==> config.mk <==
export PLATFORM = sky130hd
export DESIGN_NAME = ball_motion_ctrl
export DESIGN_NICKNAME = d
export VERILOG_FILES = /design/src/rtl/ball_motion_ctrl.sv
export SDC_FILE = /design/constraint.sdc
export NUM_CORES = 1
export LEC_CHECK = 0
export CORE_AREA = 4 4 106 108
export CTS_CLUSTER_DIAMETER = 40
export DETAILED_ROUTE_END_ITERATION = 6
export DIE_AREA = 0 0 110 112
export GPL_TIMING_DRIVEN = 0
export PLACE_DENSITY = 0.43
export SLEW_MARGIN = 10
export SYNTH_ARGS = -nofsm -noshare
export SYNTH_HDL_FRONTEND = slang
export SYNTH_SLANG_ARGS = --single-unit
==> constraint.sdc <==
create_clock -name clk -period 2.85 [get_ports clk]
set_input_delay 0.57 -clock clk [delete_from_list [all_inputs] [get_ports clk]]
set_output_delay 0.57 -clock clk [all_outputs]
set_load 0.03 [all_outputs]
==> src/rtl/ball_motion_ctrl.sv <==
// Falling-ball position controller: steps one ball per frame tick through
// spawn, leftward roll, player-triggered drop, landing hold and respawn.
module ball_motion_ctrl #(
    parameter logic [15:0] START_COL   = 16'd632,
    parameter logic [15:0] INIT_ROW    = 16'd256,
    parameter logic [15:0] H_STEP      = 16'd2,
    parameter logic [15:0] V_STEP      = 16'd4,
    parameter logic [15:0] MAX_ROW     = 16'd479,
    parameter logic [7:0]  HOLD_FRAMES = 8'd30
) (
    input  logic        clk,
    input  logic        rst,
    input  logic        frame,
    input  logic        enable,
    input  logic        down_req,
    input  logic        downout,
    input  logic        newball,
    input  logic [15:0] newballrow,
    output logic [15:0] ballrow,
    output logic [15:0] ballcol,
    output logic        down,
    output logic        spawn,
    output logic        landed,
    output logic [1:0]  state
);

    typedef enum logic [1:0] {
        S_SPAWN  = 2'd0,
        S_ROLL   = 2'd1,
        S_DROP   = 2'd2,
        S_LANDED = 2'd3
    } state_t;

    state_t      st;
    logic        pend;
    logic [7:0]  hold_cnt;
    logic        tick;
    logic [16:0] col_dec;
    logic [16:0] row_inc;
    logic [15:0] col_next;
    logic [15:0] row_next;

    assign tick  = frame & enable;
    assign state = st;

    // 17-bit math so the column saturates at 0 and the row clamps at MAX_ROW.
    always_comb begin
        col_dec  = {1'b0, ballcol} - {1'b0, H_STEP};
        col_next = col_dec[16] ? 16'd0 : col_dec[15:0];
        row_inc  = {1'b0, ballrow} + {1'b0, V_STEP};
        row_next = (row_inc > {1'b0, MAX_ROW}) ? MAX_ROW : row_inc[15:0];
    end

    always_ff @(posedge clk) begin
        if (rst) begin
            st       <= S_SPAWN;
            ballrow  <= INIT_ROW;
            ballcol  <= START_COL;
            down     <= 1'b0;
            spawn    <= 1'b0;
            landed   <= 1'b0;
            pend     <= 1'b0;
            hold_cnt <= 8'd0;
        end else begin
            spawn  <= 1'b0;
            landed <= 1'b0;
            // A drop request is latched between frames while rolling.
            if (enable && down_req && st == S_ROLL)
                pend <= 1'b1;
            if (tick) begin
                case (st)
                    S_SPAWN: begin
                        ballrow <= newballrow;
                        ballcol <= START_COL;
                        down    <= 1'b0;
                        pend    <= 1'b0;
                        spawn   <= 1'b1;
                        st      <= S_ROLL;
                    end
                    S_ROLL: begin
                        if (newball) begin
                            st <= S_SPAWN;
                        end else begin
                            ballcol <= col_next;
                            if (pend || down_req) begin
                                down <= 1'b1;
                                pend <= 1'b0;
                                st   <= S_DROP;
                            end
                        end
                    end
                    S_DROP: begin
                        if (newball) begin
                            down <= 1'b0;
                            st   <= S_SPAWN;
                        end else if (downout) begin
                            ballrow <= row_next;
                            ballcol <= col_next;
                        end else begin
                            landed   <= 1'b1;
                            hold_cnt <= 8'd0;
                            st       <= S_LANDED;
                        end
                    end
                    S_LANDED: begin
                        if (hold_cnt == HOLD_FRAMES - 8'd1) begin
                            hold_cnt <= 8'd0;
                            down     <= 1'b0;
                            st       <= S_SPAWN;
                        end else begin
                            hold_cnt <= hold_cnt + 8'd1;
                        end
                    end
                    default: st <= S_SPAWN;
                endcase
            end
        end
    end

endmodule
-- Word level (Yosys, flattened, before mapping)
Cells that the tools add are included.
- output and inout bits: 37
- word-level logic and storage cells: 73
- register bits: 46
- ROM bits: 0
- memory bits (writable): 0
- memories kept: 0
- latch bits: 0
- div/mod/pow operators: 0
- equality and inequality tests: 13
- reduce and logical (&&, ||, !) cells: 14
- shift operators: 0
- bitwise logic cells: 3
- $add $sub $neg: 3
- multiplexer cells: 31
- magnitude comparators: 1
- multipliers: 0
- operator list (operator ; count):
    $mux W16 ; 7
    $pmux W16 S3 ; 1
    $pmux W16 S2 ; 1
    $mux W8 ; 3
    $add A16 B3 Y17 const B ; 1
    $gt A17 B9 Y1 const B ; 1
    $sub A16 B2 Y17 const B ; 1
    $pmux W8 S2 ; 1
    $ne A2 B2 Y1 const B ; 6
    $reduce_and A4 Y1 ; 3
    $mux W1 ; 10
    $mux W2 ; 5
    $reduce_and A5 Y1 ; 2
    $add A8 B1 Y8 const B ; 1
    $eq A8 B5 Y1 const B ; 1
    $pmux W2 S4 ; 1
    $eq A2 B2 Y1 const B ; 2
    $pmux W1 S4 ; 1
    $reduce_bool A2 Y1 ; 2
    $reduce_or A4 Y1 ; 1
    $ne A3 B2 Y1 const B ; 1
    $ne A3 B3 Y1 const B ; 1
    $reduce_bool A3 Y1 ; 1
    $eq A2 B1 Y1 const B ; 1
    8 further kinds ; 10

-- Depth between registers and ports, before layout
- word-level depth: 7
- mapped depth: 9

-- Least setup slack after synthesis
OpenSTA, ideal clock, no wires.
- path type: register -> register
- start point: register ballrow[3]
- end point: register ballrow[5]
- required time: 2772 ps
- path slack: 620 ps
- stages on the path, launching flop included: 9
- data arrival time: 2153 ps
- cell sequence: dfxtp_1 -> ha_1 -> buf_2 -> nand3_1 -> o41ai_1 -> and2_1 -> o2111ai_4 -> o221a_2 -> nor3_1
- cells in the longest elaborated chain, start to end: 6
- RTL lines (what ; line ; source):
    start, declared ; 19 ; output logic [15:0] ballrow,
    start signal, assigned ; 73 ; ballrow <= newballrow;
    start signal, assigned ; 97 ; ballrow <= row_next;
    $add A16 B3 Y17 (*) ; 50 ; row_inc = {1'b0, ballrow} + {1'b0, V_STEP};
    $gt A17 B9 Y1 ; 51 ; row_next = (row_inc > {1'b0, MAX_ROW}) ? MAX_ROW : row_inc[15:0];
    $mux W16 (*) ; 51 ;
    $mux W16 (*) ; 96 ; end else if (downout) begin
    $mux W16 (*) ; 93 ; if (newball) begin
    $pmux W16 S2 (*) ; 71 ; case (st)
Mark *: on every way between the ends. The rest lies on a longest branch, timed or not. The select of a mux whose other input is x is not followed.
A chain may end at the register's enable or synchronous reset.

-- Final worst setup path
Ends and elaborated chain as after synthesis.

==> impl_metrics.csv <==
group,metric,value,unit
run_status,status,"complete, no violations",
worst_setup_path,crit_fanout,9,
worst_setup_path,crit_chain,"ha_1 -> buf_2 -> nand3_1 -> nor4b_1 -> o221a_2 -> o2111ai_4 -> o221a_2 -> nor3_1",
floorplanning,io_pins,60,
worst_setup_path,rr_endpoint,"ballrow[5]",
worst_setup_path,rr_startpoint,"ballrow[3]",
worst_setup_path,arrival,2640,ps
timing,slew_viol_final,0,
drt,wl_per_cell,13.9,um
logic_synthesis,synth_edf_count,0,
finish,drive_gt1_frac,0.0836,
logic_synthesis,synthTopCellsByCount,"dfxtp_1 (45), nor2_1 (35), nand2_1 (33)",
timing,timing.hold.ws,503,ps
timing,finClkSkew,9.95,ps
logic_synthesis,yosys_warnings,0,
place,dp_slack,181,ps
logic_synthesis,yosys_register_bits,45,
logic_synthesis,syn_nets,337,
logic_synthesis,synth.area.top_cells,"dfxtp_1 (36%), nor2_1 (5.2%), nand2_1 (4.9%), xor2_1 (4.5%), ha_1 (4.4%)",
worst_setup_path,cpMostUsedCell,"o221a_2",
worst_setup_path,rrSetupSlack,430,ps
min_path,holdPathStages,2,
timing,setup_ws,429,ps
min_path,worstHoldStart,"ballrow[13]",
logic_synthesis,yosysUniqueCellTypes,55,
clocking,clk_pin_slew,90,ps
drt,viasPerCell,4.68,
finish,fin_util,0.332,
timing,min_period_over_period,0.849,
drt,drtPass1Iterations,4,
logic_synthesis,synth-main-ff-cell,"dfxtp_1",
clocking,cts_resized,0,
job,maxCapViolCount,0,
logic_synthesis,syn_inst,305,
finish,antenna_cells,0,
pwr,power.density,419,mW/mm^2
worst_setup_path,cp-start-kind,"flop",
min_path,hp-class,"flop to flop",
floorplanning,die_h,112,um
floorplanning,die_w,110,um
clocking,cts_tree,"yes",
place,hpwl,5300,um
clocking,holdBufCountCts,0,
finish,fillCellCount,1085,
worst_setup_path,worstPathBufferInverterCount,1,
min_path,min_to,"ballrow[13]",
worst_setup_path,required,3070,ps
clocking,clock_path_buffers,2,
timing,slew_headroom,0.617,
timing,hold_viol_final,0,
pwr,p_leak,1.22,nW
worst_setup_path,cp_slowest_cell,"dfxtp_1",
timing,period_needed,2420,ps
timing,tightest_slew,570,ps
floorplanning,start_util,0.248,
global_routing,first_global_vias,2477,
worst_setup_path,cp_slowest_stage_delay,510,ps
global_routing,grt_pass1_wl,11900,um
drt,drc_errors,0,
clocking,post_cts_buffers,0,
timing,setup_viol,0,
drt,drtIter0Drc,99,
logic_synthesis,synthArstFlopShare,0,
floorplanning,core_area,0.0102,mm^2
global_routing,grt_max_degree,14,
drt,via_count,2375,
global_routing,gr-total-overflow,0,
floorplanning,dieArea,0.0123,mm^2
timing,max_clock_freq,0.413,GHz
drt,drt_wl_total,7050,um
logic_synthesis,yosysMostFrequentCell,"dfxtp_1",
clocking,clock_latency,300,ps
floorplanning,num_rows,37,
place,port-buffer-count,58,
clocking,cts_root_buffer,"clkbuf_8",
place,placed_area,0.00328,mm^2
clocking,clock-sinks,45,
logic_synthesis,syn_area,0.00253,mm^2
global_routing,antenna_found_initial,0,
clocking,cts.htree.levels,2,
place,gp_congestion,0.774,
clocking,cts_buffers,5,
worst_setup_path,endpoint_kind,"flop",
pwr,ir_drop,0.000211,V
worst_setup_path,cp_top_family,"compound AO/OA/AOI/OAI gates",
logic_synthesis,postSynthAreaPerCell,8.31,um^2
timing,tns,0,ps
global_routing,grt.total_usage,0.119,
logic_synthesis,synth_top_area_share,0.356,
finish,fin_area,0.00340,mm^2
timing,rsz0062_at_grt,"no",
finish,nets,402,
drt,ant_nets,0,
logic_synthesis,yosysTopAreaCell,"dfxtp_1",
logic_synthesis,synth_seq_area_share,0.356,
worst_setup_path,crit_type,"flop to flop",
worst_setup_path,reg2regPathDepth,8,
finish,syn_to_final_growth,34.2,%
-- cell usage in the layout (no fill, tap or decap), types with 7 or more instances in the layout --
cell	instances
inv_1	12
ha_1	9
nor2_1	35
xor2_1	13
nor3_1	10
clkdlybuf4s50_1	58
nand3_1	10
clkbuf_8	7
a21oi_1	17
clkbuf_1	7
dfxtp_1	45
nand3b_1	9
nand2_1	33
-- per-stage QoR --
| stage | instances | total power, mW |
|---|---|---|
| floorplan | 305 | 0.826 |
| global placement | 499 | 0.929 |
| detailed placement | 499 | 0.931 |
| CTS | 507 | 1.45 |
| global route | 507 | 1.51 |
| finish | 507 | 1.42 |
-- worst min-delay path: stages, from the launching register on --
cell and delay, ps:
dfxtp_1 350, nand2_1 60, a21oi_1 50
-- flip-flops by register name, indices dropped and copies added, names as in the netlist --
name	flops
state	2
pend	1
hold_cnt	8
ballrow	16
down	1
spawn	1
landed	1
ballcol	15
-- area by class of cell --
class,instances,area (um^2),share of cell area
multi-input combinational,231,1490,0.438
sequential,45,901,0.265
timing repair buffer,58,581,0.171
tap,136,170,0.0500
buffer,17,97.6,0.0287
clock buffer,7,86.3,0.0254
inverter,12,45.0,0.0132
clock inverter,1,30.0,0.00883
-- how the worst max path moves through the flow --
stage	slack (ps)	startpoint	endpoint	cells after the start
after floorplan	620	ballrow[3]	ballrow[5]	8
after global routing	200	ballrow[3]	ballrow[5]	8
after detailed placement	180	newball	ballrow[2]	8
after CTS	390	ballrow[3]	ballrow[5]	8
after global placement	180	newball	hold_cnt[7]	7
final	430	ballrow[3]	ballrow[5]	8
-- kinds of logic (layout without fill, tap and decap cells) --
family,Yosys count,count (layout),synth area share
simple gates,136,136,0.285
compound gates,60,60,0.168
flops,45,45,0.356
buf+inv,29,95,0.0563
xor+xnor,19,19,0.0657
fa+ha+maj,9,9,0.0444
mux,6,6,0.0237
other cells,1,1,0.00148
-- where the power goes --
part / switching [mW] / leakage (nW) / internal [mW]
logic: 0.133 / 0.798 / 0.110
clock network: 0.225 / 0.0585 / 0.286
registers: 0.0230 / 0.366 / 0.647
-- routing by layer --
metal / vias up / track usage / routed length [um]
li1: 1207 / - / -
met1: 1112 / 0.153 / 3230
met2: 51 / 0.204 / 3410
met3: 5 / 0.0272 / 374
met4: 0 / 0.0200 / 37
met5: - / 0 / 0
Power figures use the tool's default switching activity.
